<file path="src/rtl/maxpool_flatten.sv">
// 2x2 stride-2 max-pool over a BRAM feature map, writing a channel-major flattened vector.
// Optional fused ReLU on the written value when MAXPOOL_RELU_EN is defined.
module maxpool_flatten #(
    parameter int DATA_WIDTH = 16,
    parameter int CHANNELS   = 8,
    parameter int IN_H       = 28,
    parameter int IN_W       = 28,
    localparam int OUT_H     = IN_H / 2,
    localparam int OUT_W     = IN_W / 2,
    localparam int IN_DEPTH  = CHANNELS * IN_H * IN_W,
    localparam int OUT_DIM   = CHANNELS * OUT_H * OUT_W,
    localparam int IN_AW     = (IN_DEPTH > 1) ? $clog2(IN_DEPTH) : 1,
    localparam int OUT_AW    = (OUT_DIM > 1) ? $clog2(OUT_DIM) : 1
) (
    input  logic                         clk,
    input  logic                         reset,
    input  logic                         start,
    output logic [IN_AW-1:0]             rd_addr,
    output logic                         rd_en,
    input  logic signed [DATA_WIDTH-1:0] rd_q,
    output logic [OUT_AW-1:0]            wr_addr,
    output logic                         wr_en,
    output logic signed [DATA_WIDTH-1:0] wr_data,
    output logic                         busy,
    output logic                         done
);

    localparam int C_W  = (CHANNELS > 1) ? $clog2(CHANNELS) : 1;
    localparam int PY_W = (OUT_H > 1) ? $clog2(OUT_H) : 1;
    localparam int PX_W = (OUT_W > 1) ? $clog2(OUT_W) : 1;

    localparam logic [C_W-1:0]  C_LAST  = C_W'(CHANNELS - 1);
    localparam logic [PY_W-1:0] PY_LAST = PY_W'(OUT_H - 1);
    localparam logic [PX_W-1:0] PX_LAST = PX_W'(OUT_W - 1);

    if ((IN_H % 2) != 0 || (IN_W % 2) != 0) begin : g_odd_dims
        $fatal(1, "maxpool_flatten: IN_H and IN_W must both be even");
    end

    typedef enum logic [2:0] {
        IDLE,
        READ,
        DRAIN,
        WRITE,
        FINISH
    } state_t;

    state_t state, state_n;

    logic [1:0]                   k, k_n;
    logic [C_W-1:0]               c, c_n;
    logic [PY_W-1:0]              py, py_n;
    logic [PX_W-1:0]              px, px_n;
    logic signed [DATA_WIDTH-1:0] mx, mx_n;
    logic signed [DATA_WIDTH-1:0] pooled;
    logic                         last_window;

    logic                         rd_en_n, wr_en_n, busy_n, done_n;
    logic [IN_AW-1:0]             rd_addr_n;
    logic [OUT_AW-1:0]            wr_addr_n;
    logic signed [DATA_WIDTH-1:0] wr_data_n;

    // Tap k of window (yi, xi): bit 1 selects the lower row, bit 0 the right column.
    function automatic logic [IN_AW-1:0] tap_addr(
        input logic [C_W-1:0]  ci,
        input logic [PY_W-1:0] yi,
        input logic [PX_W-1:0] xi,
        input logic [1:0]      ki
    );
        int unsigned a;
        a = 32'(ci) * 32'(IN_H * IN_W)
          + (32'(yi) * 32'd2 + 32'(ki[1])) * 32'(IN_W)
          + 32'(xi) * 32'd2 + 32'(ki[0]);
        return a[IN_AW-1:0];
    endfunction

    function automatic logic [OUT_AW-1:0] out_index(
        input logic [C_W-1:0]  ci,
        input logic [PY_W-1:0] yi,
        input logic [PX_W-1:0] xi
    );
        int unsigned a;
        a = 32'(ci) * 32'(OUT_H * OUT_W) + 32'(yi) * 32'(OUT_W) + 32'(xi);
        return a[OUT_AW-1:0];
    endfunction

    function automatic logic signed [DATA_WIDTH-1:0] smax(
        input logic signed [DATA_WIDTH-1:0] cur,
        input logic signed [DATA_WIDTH-1:0] cand
    );
        return (cand > cur) ? cand : cur;
    endfunction

    assign last_window = (c == C_LAST) && (py == PY_LAST) && (px == PX_LAST);
    assign pooled      = smax(mx, rd_q);

    always_ff @(posedge clk) begin
        if (reset) begin
            state   <= IDLE;
            k       <= '0;
            c       <= '0;
            py      <= '0;
            px      <= '0;
            mx      <= '0;
            rd_en   <= 1'b0;
            rd_addr <= '0;
            wr_en   <= 1'b0;
            wr_addr <= '0;
            wr_data <= '0;
            busy    <= 1'b0;
            done    <= 1'b0;
        end else begin
            state   <= state_n;
            k       <= k_n;
            c       <= c_n;
            py      <= py_n;
            px      <= px_n;
            mx      <= mx_n;
            rd_en   <= rd_en_n;
            rd_addr <= rd_addr_n;
            wr_en   <= wr_en_n;
            wr_addr <= wr_addr_n;
            wr_data <= wr_data_n;
            busy    <= busy_n;
            done    <= done_n;
        end
    end

    // Outputs are computed one cycle ahead so every port comes straight from a flop.
    // rd_q in READ step k (k>=1) carries tap k-1; DRAIN carries tap 3.
    always_comb begin
        state_n   = state;
        k_n       = k;
        c_n       = c;
        py_n      = py;
        px_n      = px;
        mx_n      = mx;
        rd_en_n   = 1'b0;
        rd_addr_n = rd_addr;
        wr_en_n   = 1'b0;
        wr_addr_n = wr_addr;
        wr_data_n = wr_data;
        busy_n    = busy;
        done_n    = 1'b0;

        case (state)
            IDLE: begin
                if (start) begin
                    state_n   = READ;
                    k_n       = '0;
                    c_n       = '0;
                    py_n      = '0;
                    px_n      = '0;
                    rd_en_n   = 1'b1;
                    rd_addr_n = '0;
                    busy_n    = 1'b1;
                end
            end

            READ: begin
                if (k == 2'd1) begin
                    mx_n = rd_q;
                end else if (k != 2'd0) begin
                    mx_n = pooled;
                end
                if (k == 2'd3) begin
                    state_n = DRAIN;
                end else begin
                    k_n       = k + 2'd1;
                    rd_en_n   = 1'b1;
                    rd_addr_n = tap_addr(c, py, px, k + 2'd1);
                end
            end

            DRAIN: begin
                mx_n      = pooled;
                wr_en_n   = 1'b1;
                wr_addr_n = out_index(c, py, px);
`ifdef MAXPOOL_RELU_EN
                wr_data_n = pooled[DATA_WIDTH-1] ? '0 : pooled;
`else
                wr_data_n = pooled;
`endif
                state_n   = WRITE;
            end

            WRITE: begin
                if (last_window) begin
                    state_n = FINISH;
                    done_n  = 1'b1;
                end else begin
                    if (px == PX_LAST) begin
                        px_n = '0;
                        if (py == PY_LAST) begin
                            py_n = '0;
                            c_n  = c + C_W'(1);
                        end else begin
                            py_n = py + PY_W'(1);
                        end
                    end else begin
                        px_n = px + PX_W'(1);
                    end
                    state_n   = READ;
                    k_n       = '0;
                    rd_en_n   = 1'b1;
                    rd_addr_n = tap_addr(c_n, py_n, px_n, 2'd0);
                end
            end

            FINISH: begin
                state_n = IDLE;
                busy_n  = 1'b0;
            end

            default: begin
                state_n = IDLE;
            end
        endcase
    end

    // The write port and read port must never be active together.
    always_ff @(posedge clk) begin
        if (!reset) begin
            assert (!(rd_en && wr_en))
                else $error("maxpool_flatten: rd_en and wr_en both high");
            assert (!done || busy)
                else $error("maxpool_flatten: done without busy");
        end
    end

endmodule

</file>
<file path="config.mk">
export PLATFORM = sky130hd
export DESIGN_NAME = maxpool_flatten
export DESIGN_NICKNAME = d
export VERILOG_FILES = /design/src/rtl/maxpool_flatten.sv
export SDC_FILE = /design/constraint.sdc
export NUM_CORES = 1
export LEC_CHECK = 0
export ABC_AREA = 0
export CORE_AREA = 2 2 104 106
export CTS_CLUSTER_DIAMETER = 80
export CTS_CLUSTER_SIZE = 24
export DETAILED_ROUTE_END_ITERATION = 12
export DIE_AREA = 0 0 106 108
export PLACE_DENSITY = 0.77
export SLEW_MARGIN = 20
export SYNTH_ARGS = -nofsm -noshare
export SYNTH_HDL_FRONTEND = slang
export SYNTH_SLANG_ARGS = --single-unit
export TNS_END_PERCENT = 5
</file>
<file path="constraint.sdc">
create_clock -name clk -period 7 [get_ports clk]
set_clock_uncertainty 0.15 [all_clocks]
set_input_delay 1.05 -clock clk [delete_from_list [all_inputs] [get_ports clk]]
set_output_delay 1.05 -clock clk [all_outputs]
set_load 0.1 [all_outputs]
</file>
==> results.md <==
- The clock network fraction of design power is 0.373.
- Setup repair after global routing left no endpoint under its margin.
- The mean instance size in the synthesized netlist is 8.71 um2.
- Of the post-synthesis cell area, the dominant cell type holds 0.275.
- The first-pass GRT wire length is 21.5 mm.
- For this design the static power due to leakage is 2.92 nW.
- The class of the most critical setup path is flip-flop to flip-flop.
- The post-detailed-route wirelength per cell is 15.3 um.
- The total instance count after detailed placement is 812.
- The pin count of the biggest net entering global routing is 77.
- Routability-driven placement finished with a final weighted congestion of 0.917.
- The root buffer cell chosen for the clock tree is sky130_fd_sc_hd__clkbuf_8.
- For this block, the via count after detailed routing is 4575.
- The worst-case IR drop observed on VDD is 0.000109 V.
- The number of standard cells after synthesis is 636.
- The number of max-slew violations in the final report was 0.
- 63 I/O pins were placed.
- Of all nets on the critical path, the largest fanout is 10.
- The count of final hold-check violations came to 0.
- The power density over cell area is 137 mW/mm2.
- Based on the critical path, the design can be clocked at up to 197 MHz.
- The number of antenna violations at the first check in global routing was 0.
- TritonCTS built the clock tree.
- 0 antenna diodes ended up in the layout.
- The worst hold slack after final layout is 301 ps.
- Setup violations remaining at the end of the flow were counted as 0.
- By area the synthesized netlist is led by sky130_fd_sc_hd__dfxtp_1 27%, sky130_fd_sc_hd__ha_1 19%, sky130_fd_sc_hd__fa_1 6.1%, sky130_fd_sc_hd__mux2i_1 5.8%, sky130_fd_sc_hd__nor2_1 4.9%.
- The vertical die dimension is 108 um.
- The internal power of the cells is 0.000640 W.
- The aggregate global-route resource usage is 0.233.
- The flop and latch count out of synthesis is 76.
- The half-perimeter wire length after placement is 9.67 mm.
- Using the TritonRoute via totals, the vias-per-cell ratio works out to 5.53.
- The run finished with clean final reports.
- The via count of the first global-routing pass was 4579.
- Data arrives at the worst endpoint at 5170 ps.
- The overall die width is 106 um.
- The total wire length is 12.7 mm.
- At the pin with the least slew margin, the transition time is 1090 ps.
- Of the total power, the share spent switching nets is 0.271.
- The top cell type by total area after synthesis is sky130_fd_sc_hd__dfxtp_1.
- The number of remaining DRC errors is 0.
- Post-CTS repair changed the size of 0 cells.
- Summed over all failing endpoints, the final setup total negative slack is 0 ps.
- The clock insertion delay at the later pin of the skew report is 360 ps.
- STA classifies the critical path startpoint as a flip-flop.
- The sequential area share after synthesis is 0.275.
- In the synthesized netlist, the cells that appear most often are 83 x sky130_fd_sc_hd__ha_1, 76 x sky130_fd_sc_hd__dfxtp_1, 72 x sky130_fd_sc_hd__nor2_1.
- The clock drives 76 sinks.
- From synthesis to final layout, the design area changed by 15.3%.
- The starting utilization of the core area is 0.541.
- Of the cells placed in the final design, the portion with a size suffix greater than 1 is 0.0347.
- The die covers 0.0114 mm2.
- The total number of yosys warnings is 0.
- Post-CTS timing repair inserted 0 buffers for setup.
- The total core area is 0.0102 mm2.
- By instance count, the leading cell after synthesis is sky130_fd_sc_hd__ha_1.
- STA classifies the critical path endpoint as a flip-flop.
- The synthesized design contains 0 enable-type register cells.
- The share of total power dissipated in combinational logic is 0.124.
- The most used flip-flop cell after synthesis is sky130_fd_sc_hd__dfxtp_1.
- The number of buffers created by CTS is 9.
- In this run the tightest slew margin relative to its limit is 0.274.
- The beginning of the worst hold path is wr_addr[9]$_SDFFE_PP0P_.
- The total congestion overflow after global routing is 0.
- For this design, the CTS-stage hold fixing added 0 buffers.
- The smallest clock period supported by the final layout is computed as 5070 ps.
- The remaining antenna violation count after routing is 0.
- The iteration count of the initial detailed-routing pass is 4.
- The fraction of power consumed by sequential logic is 0.503.
- The worst setup path startpoint is px[0]$_SDFFE_PP0P_.
- The overall power consumption is 0.000878 W.
- Max-cap violations in this run came to 0.
- Summing every instance area after synthesis gives 0.00554 mm2.
- The net count of the finished layout is 806.
- The fraction of synthesis flops using an asynchronous set or reset pin is 0.
- The startpoint identified for the worst register-to-register timing path is px[0]$_SDFFE_PP0P_.
- The final design utilization is 0.624.
- Buffers placed on the I/O ports in this run total 62.
- The type of the worst min-delay path is flip-flop to flip-flop.
- The placement row count is 37.
- The number of design-rule violations left by the first detailed-router iteration is 219.
- After clock tree synthesis, the clock-pin slew on the worst setup and hold paths is 80 ps.
- Data on the critical path is required at its endpoint by 7100 ps.
- In this run the power spent charging and discharging nets is 0.000238 W.
- The maximum buffer depth of the clock tree is 2.
- Counting every net in the synthesized netlist gives 755.
- For this run, the number of standard cells in the final layout without fillers is 827.
- Dividing the final minimum period by the clock period gives 0.725.
- The clock tree synthesis step divided the H-tree into 3 levels.
- The post-synthesis cell type count is 50.
==> placed cells by master, fill, tap and decap left out, types with 2 or more instances in the layout <==
master                            Yosys  routed
sky130_fd_sc_hd__a211o_1              2       2
sky130_fd_sc_hd__a211oi_1            21      21
sky130_fd_sc_hd__a21o_1              13      13
sky130_fd_sc_hd__a21oi_1             41      41
sky130_fd_sc_hd__a221oi_1             3       3
sky130_fd_sc_hd__a22o_1               3       3
sky130_fd_sc_hd__a22oi_1             12      12
sky130_fd_sc_hd__a31oi_1              2       2
sky130_fd_sc_hd__and2_1               5       5
sky130_fd_sc_hd__and3_1               2       2
sky130_fd_sc_hd__buf_4                0       2
sky130_fd_sc_hd__clkbuf_8             0       9
sky130_fd_sc_hd__clkdlybuf4s50_1      0      61
sky130_fd_sc_hd__clkinv_2             0       3
sky130_fd_sc_hd__dfxtp_1             76      76
sky130_fd_sc_hd__fa_1                17      17
sky130_fd_sc_hd__ha_1                83      83
sky130_fd_sc_hd__inv_1               59      59
sky130_fd_sc_hd__mux2i_1             32      32
sky130_fd_sc_hd__nand2_1             42      42
sky130_fd_sc_hd__nand2b_1             6       6
sky130_fd_sc_hd__nand3_1              7       7
sky130_fd_sc_hd__nand3b_1             4       4
sky130_fd_sc_hd__nand4_1              6       6
sky130_fd_sc_hd__nor2_1              72      72
sky130_fd_sc_hd__nor2b_1             13      12
sky130_fd_sc_hd__nor2b_2              1       2
sky130_fd_sc_hd__nor3_1              12      12
sky130_fd_sc_hd__o211ai_1             3       3
sky130_fd_sc_hd__o21ai_0             26      26
sky130_fd_sc_hd__o21ai_1              3       3
sky130_fd_sc_hd__o22ai_1              2       2
sky130_fd_sc_hd__xnor2_1             19      19
sky130_fd_sc_hd__xor2_1               9       9
==> power by group through the flow <==
stage | logic, W | clock network [W] | registers, W
detailed placement | 0.000108 | 0 | 0.000452
CTS | 0.000109 | 0.000334 | 0.000442
floorplan | 0.0000636 | 0 | 0.000467
finish | 0.000109 | 0.000327 | 0.000442
global route | 0.000119 | 0.000352 | 0.000443
global placement | 0.000106 | 0 | 0.000452
==> path summary, 6_finish.rpt <==
path                                   end  slack [ps]  cells past startpoint
hold reg to reg    wr_addr[9]$_SDFFE_PP0P_         300                      2
setup reg to reg  rd_addr[10]$_SDFFE_PP0P_        1930                     16
setup / recovery  rd_addr[10]$_SDFFE_PP0P_        1930                     16
hold / removal     wr_addr[9]$_SDFFE_PP0P_         300                      2
==> registers in the layout, indices dropped and copies added (netlist names) <==
register  count
done          1
k             2
wr_en         1
busy          1
wr_data      16
rd_addr      13
wr_addr      11
px            4
mx           16
c             3
py            4
state         3
rd_en         1
==> layer usage <==
metal	up-vias	GRT usage	routed length (um)
met4	0	0.0912	256
li1	2292	-	-
met3	16	0.0350	351
met5	-	0	0
met2	72	0.400	6230
met1	2195	0.297	5850
==> worst max-delay path: stages, from the launching register on <==
cell                       delay (ps)
sky130_fd_sc_hd__dfxtp_1          470
sky130_fd_sc_hd__ha_1             260
sky130_fd_sc_hd__and3_1           380
sky130_fd_sc_hd__nand3_1          110
sky130_fd_sc_hd__o21ai_0          500
sky130_fd_sc_hd__inv_1            220
sky130_fd_sc_hd__fa_1             560
sky130_fd_sc_hd__fa_1             500
sky130_fd_sc_hd__ha_1             290
sky130_fd_sc_hd__ha_1             330
sky130_fd_sc_hd__nor2b_1          140
sky130_fd_sc_hd__o21ai_0          170
sky130_fd_sc_hd__nand2b_1         130
sky130_fd_sc_hd__a31oi_1          260
sky130_fd_sc_hd__xor2_1           170
sky130_fd_sc_hd__o22ai_1          100
sky130_fd_sc_hd__a22o_1           210
==> metrics by stage <==
step                worst slack [ps]  area, um2
detailed placement              2040       6210
finish                          1930       6390
global route                    1670       6390
CTS                             1960       6390
floorplan                       2470       5540
global placement                2230       6210
==> layout make-up <==
| cell class | count | area, um2 |
|---|---|---|
| Clock inverter | 5 | 53.8 |
| Multi-Input combinational cell | 477 | 3660 |
| Fill cell | 884 | 3840 |
| Clock buffer | 10 | 128 |
| Inverter | 59 | 221 |
| Sequential cell | 76 | 1520 |
| Timing Repair Buffer | 64 | 631 |
| Tap cell | 136 | 170 |
==> cell families after synthesis <==
logic type,after synthesis,synth area share
AND/OR/NAND/NOR,175,0.143
XOR/XNOR,28,0.0443
flip-flops,76,0.275
adder cells (fa/ha/maj),100,0.249
multiplexers,33,0.0599
AO/OA/AOI/OAI,141,0.164
buffers and inverters,83,0.0646
No activity file was read; power rests on OpenSTA's default activity.
